`config.mk`:
```
export PLATFORM = sky130hd
export DESIGN_NAME = count_pwm_gen
export DESIGN_NICKNAME = d
export VERILOG_FILES = /design/src/rtl/count_pwm_pkg.sv /design/src/rtl/wrap_detect.sv /design/src/rtl/count_pwm_gen.sv
export SDC_FILE = /design/constraint.sdc
export NUM_CORES = 1
export LEC_CHECK = 0
export ABC_AREA = 0
export CAP_MARGIN = 20
export CORE_MARGIN = 10
export CORE_UTILIZATION = 53
export CTS_CLUSTER_DIAMETER = 60
export DETAILED_ROUTE_END_ITERATION = 6
export PLACE_DENSITY_LB_ADDON = 0.15
export REMOVE_ABC_BUFFERS = 1
export SLEW_MARGIN = 30
export SYNTH_ARGS = -nofsm -noshare
export SYNTH_HDL_FRONTEND = slang
export SYNTH_SLANG_ARGS = --single-unit
export TNS_END_PERCENT = 5
```
`constraint.sdc`:
```
create_clock -name clk -period 6.6 [get_ports clk]
set_input_delay 1.65 -clock clk [delete_from_list [all_inputs] [get_ports clk]]
set_output_delay 1.65 -clock clk [all_outputs]
set_load 0.01 [all_outputs]
```
`src/rtl/count_pwm_pkg.sv`:
```
// Shared types and constants for consumers of the 4-bit up/down counter.
package count_pwm_pkg;

    localparam int CNT_W = 4;
    localparam int MAX   = (1 << CNT_W) - 1;

    localparam logic DIR_ASC  = 1'b0;
    localparam logic DIR_DESC = 1'b1;

    typedef enum logic [1:0] {
        IDLE  = 2'd0,
        ARMED = 2'd1,
        RUN   = 2'd2
    } state_e;

    function automatic int cnt_max(input int w);
        return (1 << w) - 1;
    endfunction

endpackage

```
`src/rtl/wrap_detect.sv`:
```
// Registers the counter value and direction and flags a genuine wrap-around,
// rejecting loads and holds.
module wrap_detect
    import count_pwm_pkg::*;
#(
    parameter int WIDTH = CNT_W
) (
    input  logic             clk_i,
    input  logic             rst_i,
    input  logic [WIDTH-1:0] count_i,
    input  logic             dir_i,
    output logic [WIDTH-1:0] count_o,
    output logic             wrap_det_o
);

    localparam logic [WIDTH-1:0] CMAX = WIDTH'(cnt_max(WIDTH));

    logic [WIDTH-1:0] count_q, prev_q;
    logic             dir_q;
    logic [1:0]       vld_q;
    logic             sample_valid;

    always_ff @(posedge clk_i) begin
        if (rst_i) begin
            count_q <= '0;
            prev_q  <= '0;
            dir_q   <= 1'b0;
            vld_q   <= 2'b00;
        end else begin
            count_q <= count_i;
            prev_q  <= count_q;
            dir_q   <= dir_i;
            vld_q   <= {vld_q[0], 1'b1};
        end
    end

    // prev_q only holds a real sample once two clocks have passed since reset
    assign sample_valid = vld_q[1];

    assign wrap_det_o = sample_valid &&
        (((dir_q == DIR_ASC)  && (prev_q == CMAX) && (count_q == '0)) ||
         ((dir_q == DIR_DESC) && (prev_q == '0)   && (count_q == CMAX)));

    assign count_o = count_q;

endmodule

```
`src/rtl/count_pwm_gen.sv`:
```
// PWM generator driven by the running counter value, with a duty shadow
// register that is applied only at counter wrap-around.
module count_pwm_gen
    import count_pwm_pkg::*;
#(
    parameter int WIDTH  = CNT_W,
    parameter int PCNT_W = 8
) (
    input  logic              clk,
    input  logic              rst,
    input  logic [WIDTH-1:0]  count_in,
    input  logic              asc_desc,
    input  logic              en,
    input  logic [WIDTH-1:0]  duty_in,
    input  logic              duty_wr,
    output logic              pwm_out,
    output logic              wrap_pulse,
    output logic              duty_pending,
    output logic [PCNT_W-1:0] period_cnt,
    output logic [1:0]        state_o
);

    logic [WIDTH-1:0]  count_q;
    logic              wrap_det;
    state_e            state_q, state_d;
    logic [WIDTH-1:0]  shadow_q, shadow_d, active_q, active_d, duty_eff;
    logic              pending_q, pending_d, pwm_q, pwm_d, wrap_q;
    logic [PCNT_W-1:0] pcnt_q, pcnt_d;

    wrap_detect #(.WIDTH(WIDTH)) u_wrap (
        .clk_i      (clk),
        .rst_i      (rst),
        .count_i    (count_in),
        .dir_i      (asc_desc),
        .count_o    (count_q),
        .wrap_det_o (wrap_det)
    );

    always_comb begin
        state_d = state_q;
        case (state_q)
            IDLE:    if (en) state_d = ARMED;
            ARMED:   if (!en) state_d = IDLE;
                     else if (wrap_det) state_d = RUN;
            RUN:     if (!en) state_d = IDLE;
            default: state_d = IDLE;
        endcase
    end

    always_comb begin
        shadow_d  = duty_wr ? duty_in : shadow_q;
        active_d  = wrap_det ? shadow_q : active_q;
        // a write colliding with a wrap lands in the shadow and stays pending
        pending_d = duty_wr | (pending_q & ~wrap_det);
        duty_eff  = wrap_det ? shadow_q : active_q;
        pwm_d     = (state_d == RUN) && (count_q < duty_eff);
        pcnt_d    = (wrap_det && (pcnt_q != '1)) ? pcnt_q + PCNT_W'(1) : pcnt_q;
    end

    always_ff @(posedge clk) begin
        if (rst) begin
            state_q   <= IDLE;
            shadow_q  <= '0;
            active_q  <= '0;
            pending_q <= 1'b0;
            pwm_q     <= 1'b0;
            wrap_q    <= 1'b0;
            pcnt_q    <= '0;
        end else begin
            state_q   <= state_d;
            shadow_q  <= shadow_d;
            active_q  <= active_d;
            pending_q <= pending_d;
            pwm_q     <= pwm_d;
            wrap_q    <= wrap_det;
            pcnt_q    <= pcnt_d;
        end
    end

    assign pwm_out      = pwm_q;
    assign wrap_pulse   = wrap_q;
    assign duty_pending = pending_q;
    assign period_cnt   = pcnt_q;
    assign state_o      = state_q;

endmodule

```
Word-level counts from Yosys, hierarchy flattened
Index checks and enable logic that the tools add are counted.
{"block": "classes", "n_reduce_logical": 11, "n_bitwise": 4, "eq_ne": 6, "mux": 7, "order_cmp": 1, "n_addsub": 1}
{"cell": "$add A8 B1 Y8 const B", "n": 1}
{"cell": "$eq A4 B4 Y1 const B", "n": 2}
{"cell": "$logic_not A4 Y1", "n": 2}
{"cell": "$mux W2", "n": 4}
{"cell": "$ne A8 B8 Y1 const B", "n": 1}
{"cell": "$logic_and A1 B1 Y1", "n": 7}
{"cell": "$pmux W2 S3", "n": 1}
{"cell": "$eq A2 B2 Y1 const B", "n": 2}
{"cell": "$lt A4 B4 Y1", "n": 1}
{"cell": "$mux W4", "n": 1}
{"cell": "$eq A2 B1 Y1 const B", "n": 1}
{"cell": "$logic_not A2 Y1", "n": 1}
{"cell": "$not A1 Y1", "n": 2}
{"cell": "$and A1 B1 Y1", "n": 1}
{"cell": "$logic_or A1 B1 Y1", "n": 1}
{"cell": "$mux W1", "n": 1}
{"cell": "$or A1 B1 Y1", "n": 1}
{"block": "word_totals", "wordCells": 42, "register_bits": 32, "input_bits": 13, "out_inout_bits": 13}

Depth between registers and ports, before layout
{"block": "logic_depth", "word_depth": 10, "mapped_depth": 11, "ltp_nobuf": 10}

Cells and area by module
A second synthesis with hierarchy kept.
{"block": "hier_totals", "hier_cells": 123, "area_unflattened_um2": 1308.8}
{"module": "count_pwm_gen", "cells_each": 93, "area_each_um2": 952.2, "n_inst": 1, "seq_area_each_um2": 420.4}
{"module": "wrap_detect", "cells_each": 30, "area_each_um2": 356.6, "n_inst": 1, "seq_area_each_um2": 220.2}

Worst setup path after synthesis
Ideal clock, no wire load.
{"block": "synth_path", "path_type": "input to register", "from": "input port rst", "to": "register pwm_q (netlist: pwm_out)", "stages": 5, "n_path_buf": 1, "slack_ns": 3.875, "required_ns": 6.505, "setup_ns": 0.095, "arrival_ns": 2.629, "path_cell_list": "clkbuf_1 -> nor3b_1 -> nand2_1 -> a211o_1 -> a221oi_1"}
{"item": "start: declaration", "line_no": "count_pwm_gen.sv:10", "rtl": "input logic rst,"}
{"item": "end signal: assignment", "line_no": "count_pwm_gen.sv:74", "rtl": "pwm_q <= pwm_d;"}
{"item": "end: declaration", "line_no": "count_pwm_gen.sv:27", "rtl": "logic pending_q, pending_d, pwm_q, pwm_d, wrap_q;"}

Worst setup path after layout
{"block": "layout_path", "from": "register pcnt_q[2] (netlist: period_cnt[2])", "to": "output port period_cnt[2]"}
{"item": "start: declaration", "line_no": "count_pwm_gen.sv:28", "rtl": "logic [PCNT_W-1:0] pcnt_q, pcnt_d;"}
{"item": "start signal: assignment", "line_no": "count_pwm_gen.sv:76", "rtl": "pcnt_q <= pcnt_d;"}
{"item": "end: declaration", "line_no": "count_pwm_gen.sv:19", "rtl": "output logic [PCNT_W-1:0] period_cnt,"}
No word-level cell between the ends.

==> results by group <==
Cells and area
  • # diodes: 0
  • Share of cells above drive strength 1: 0.07843
  • Layout area overhead: 24.66%
  • Multi-input logic area: 594.3 um^2
  • Finished Layout Cells: 181
  • Fillers: 188
  • Final design utilization: 0.7042
  • Register area: 640.6 um^2
  • Layout Nets: 170

Synthesis
  • Syn avg cell area: 10.03 um^2
  • Ranking of synthesized cells by area: dfxtp_1, mux2i_1, nor2b_1, nor2_1, ha_1
  • Mapped cell area: 1274 um^2
  • Most common cell in the netlist: dfxtp_1
  • Share of the synthesized area in the top cell type: 0.5029
  • Flops & latches, synth: 32
  • Cell taking the most area after synthesis: dfxtp_1
  • Yosys warnings: 0
  • Top post-synthesis cells by count: dfxtp_1, nor2_1, nor2b_1, mux2i_1, nand2_1
  • Seq/Total Area, Yosys: 0.5029
  • Post-synthesis cell type count: 35
  • Ys async rst share: 0
  • Top FF cell, synth: dfxtp_1
  • Post-synth EDFFs: 0
  • Mapped Cells: 127

Clock tree
  • TritonCTS clock tree: built
  • Worst-Skew Late Latency: 0.31 ns
  • Clock Tree Buf Depth: 2
  • CTS clock-pin slew for the worst setup and hold paths: 0.09 ns
  • Clock root buffer: clkbuf_4
  • Post-CTS Setup Inserts: 0
  • Post-cts resize count: 0
  • Num CTS Buffers: 5
  • CTS Hold Bufs: 0
  • Clock sinks: 32
  • H-tree depth: 2

Setup path
  • Max stage delay cell, worst path: clkdlybuf4s50_1
  • Crit-path max cell delay: 0.59 ns
  • Crit path cell chain: clkdlybuf4s50_1
  • CP max FO: 8
  • Critical path data required time: 4.95 ns
  • Critical Path Source Type: flop
  • WP buf/inv: 1
  • Crit. End Element: output port
  • Source of the worst register-to-register timing path: u_wrap.count_o[0]
  • CP delay by family, top: buffers and inverters
  • Data arrival time of the worst path: 1.36 ns
  • CP startpoint: period_cnt[2]
  • Class of the most critical setup path: reg2out

Outcome
  • Status: finished, final reports clean

Placement
  • Routability cong.: 0.8221
  • Number of port buffers: 25
  • Placed cells: 174
  • Detailed placement HPWL: 1793 um

Pwr
  • Sw power: 70.58 uW
  • P_int: 271.8 uW
  • Power share of the clock group: 0.346
  • Net Sw Frac: 0.2061
  • Max VDD drop: 0.1673 mV
  • Leakage power: 0.6097 nW
  • Sequential Power Share: 0.591
  • PwrDens: 215.6 nW/um^2
  • Overall Power: 342.4 uW
  • Logic pwr share: 0.063

Timing
  • TNS Setup: 0 ns
  • Hold Vio Cnt, Final: 0
  • Final worst path period share: 0.4557
  • RSZ-0062 raised after global routing: no
  • Clk_skew: 0.006984 ns
  • Peak Freq: 332.5 MHz
  • Slew @ Worst Pin: 0.8649 ns
  • # setup viols final: 0
  • Period minus WS final: 3.008 ns
  • Fin. max-slew vios: 0
  • Max transition margin: 0.4213

Min path
  • Min-delay src: u_wrap.vld_q[0]
  • Worst Hold Class: reg2reg

Floorplan
  • Initial Util: 0.5649
  • Die height: 69.02 um
  • Core region area: 2255 um^2
  • Die Span X: 69.02 um
  • Die area: 4764 um^2
  • # rows: 17
  • Ports: 26

Global route
  • Total GRT Usage: 0.1012
  • Antenna violations before repair: 0
  • Largest net degree at the start of global routing: 29
  • GR Overflow Total: 0
  • First-pass GRT wire length: 4084 um
  • Vias in the first global route: 934

Detailed routing
  • Routed WL: 2363 um
  • DRC: 0
  • Antenna viol nets, final: 0
  • Initial detailed-routing violation count: 72
  • Routed vias/inst: 5.414
  • Vias: 980
  • Drt pass-1 iters: 4
  • WL/cell: 13.06 um

Job
  • Max cap viols: 0
-- sequential cells by signal, summed over array words and instances, names as in the netlist, 2 cells and up --
register	cells
shadow_q	4
u_wrap.count_o	4
u_wrap.prev_q	4
active_q	4
state_o	2
period_cnt	8
u_wrap.vld_q	2
-- power by group through the flow --
stage | Combinational [mW] | Clock, mW | Sequential (mW)
2_1_floorplan | 0.00911 | 0 | 0.206
3_3_place_gp | 0.0215 | 0 | 0.207
3_5_place_dp | 0.0223 | 0 | 0.207
4_1_cts | 0.0223 | 0.124 | 0.202
5_1_grt | 0.0240 | 0.133 | 0.203
6_report | 0.0216 | 0.118 | 0.202
-- cell families after synthesis --
| logic type | synth area share |
|---|---|
| xor gates and xnor gates | 0.006877 |
| AOI/OAI and AO/OA | 0.09823 |
| DFF | 0.5029 |
| buffers and inverters | 0.03045 |
| adders and majority gates | 0.03929 |
| muxes | 0.07073 |
| and+or+nand+nor | 0.2515 |
-- layer usage --
metal / global-route usage / share of wire / routed length (um)
met1: 0.1158 / 0.48 / 1123
met2: 0.1563 / 0.46 / 1082
met3: 0.04137 / 0.050 / 119
met4: 0.05322 / 0.017 / 39
met5: 0 / 0 / 0
-- stage by stage --
| step | hold slack (ns) | cell area (um^2) | setup slack (ns) |
|---|---|---|---|
| floorplan | 0.4138 | 1242 | 3.976 |
| global placement | 0.4720 | 1528 | 2.923 |
| finish | 0.4822 | 1588 | 3.592 |
| CTS | 0.4875 | 1593 | 3.162 |
| detailed placement | 0.4629 | 1528 | 2.826 |
| global route | 0.5068 | 1588 | 3.503 |
-- final cells by class --
cell class,count,area share
flip-flops and latches,32,0.4035
well taps,28,0.02206
repair buffers,25,0.1545
multi-input cells,87,0.3743
clock buffers,7,0.04098
inverters,2,0.004728
-- cells in the final DEF, fill, tap and decap left out, drive strengths merged, types with 3 or more instances in the layout --
master	instances
a21oi	6
clkbuf	7
clkdlybuf4s50	24
dfxtp	32
ha	4
mux2i	9
nand2	7
nand3	3
nor2	16
nor2b	10
o21ai	4
or4	3
or4b	3
-- worst paths after layout --
| kind | slack (ns) | cells after the start | end |
|---|---|---|---|
| min reg2reg | 0.48 | 1 | u_wrap.vld_q[1] |
| max | 3.59 | 1 | period_cnt[2] |
| max reg2reg | 3.69 | 9 | pwm_out |
| min | 0.48 | 1 | u_wrap.vld_q[1] |
No activity file was read; power rests on OpenSTA's default activity.
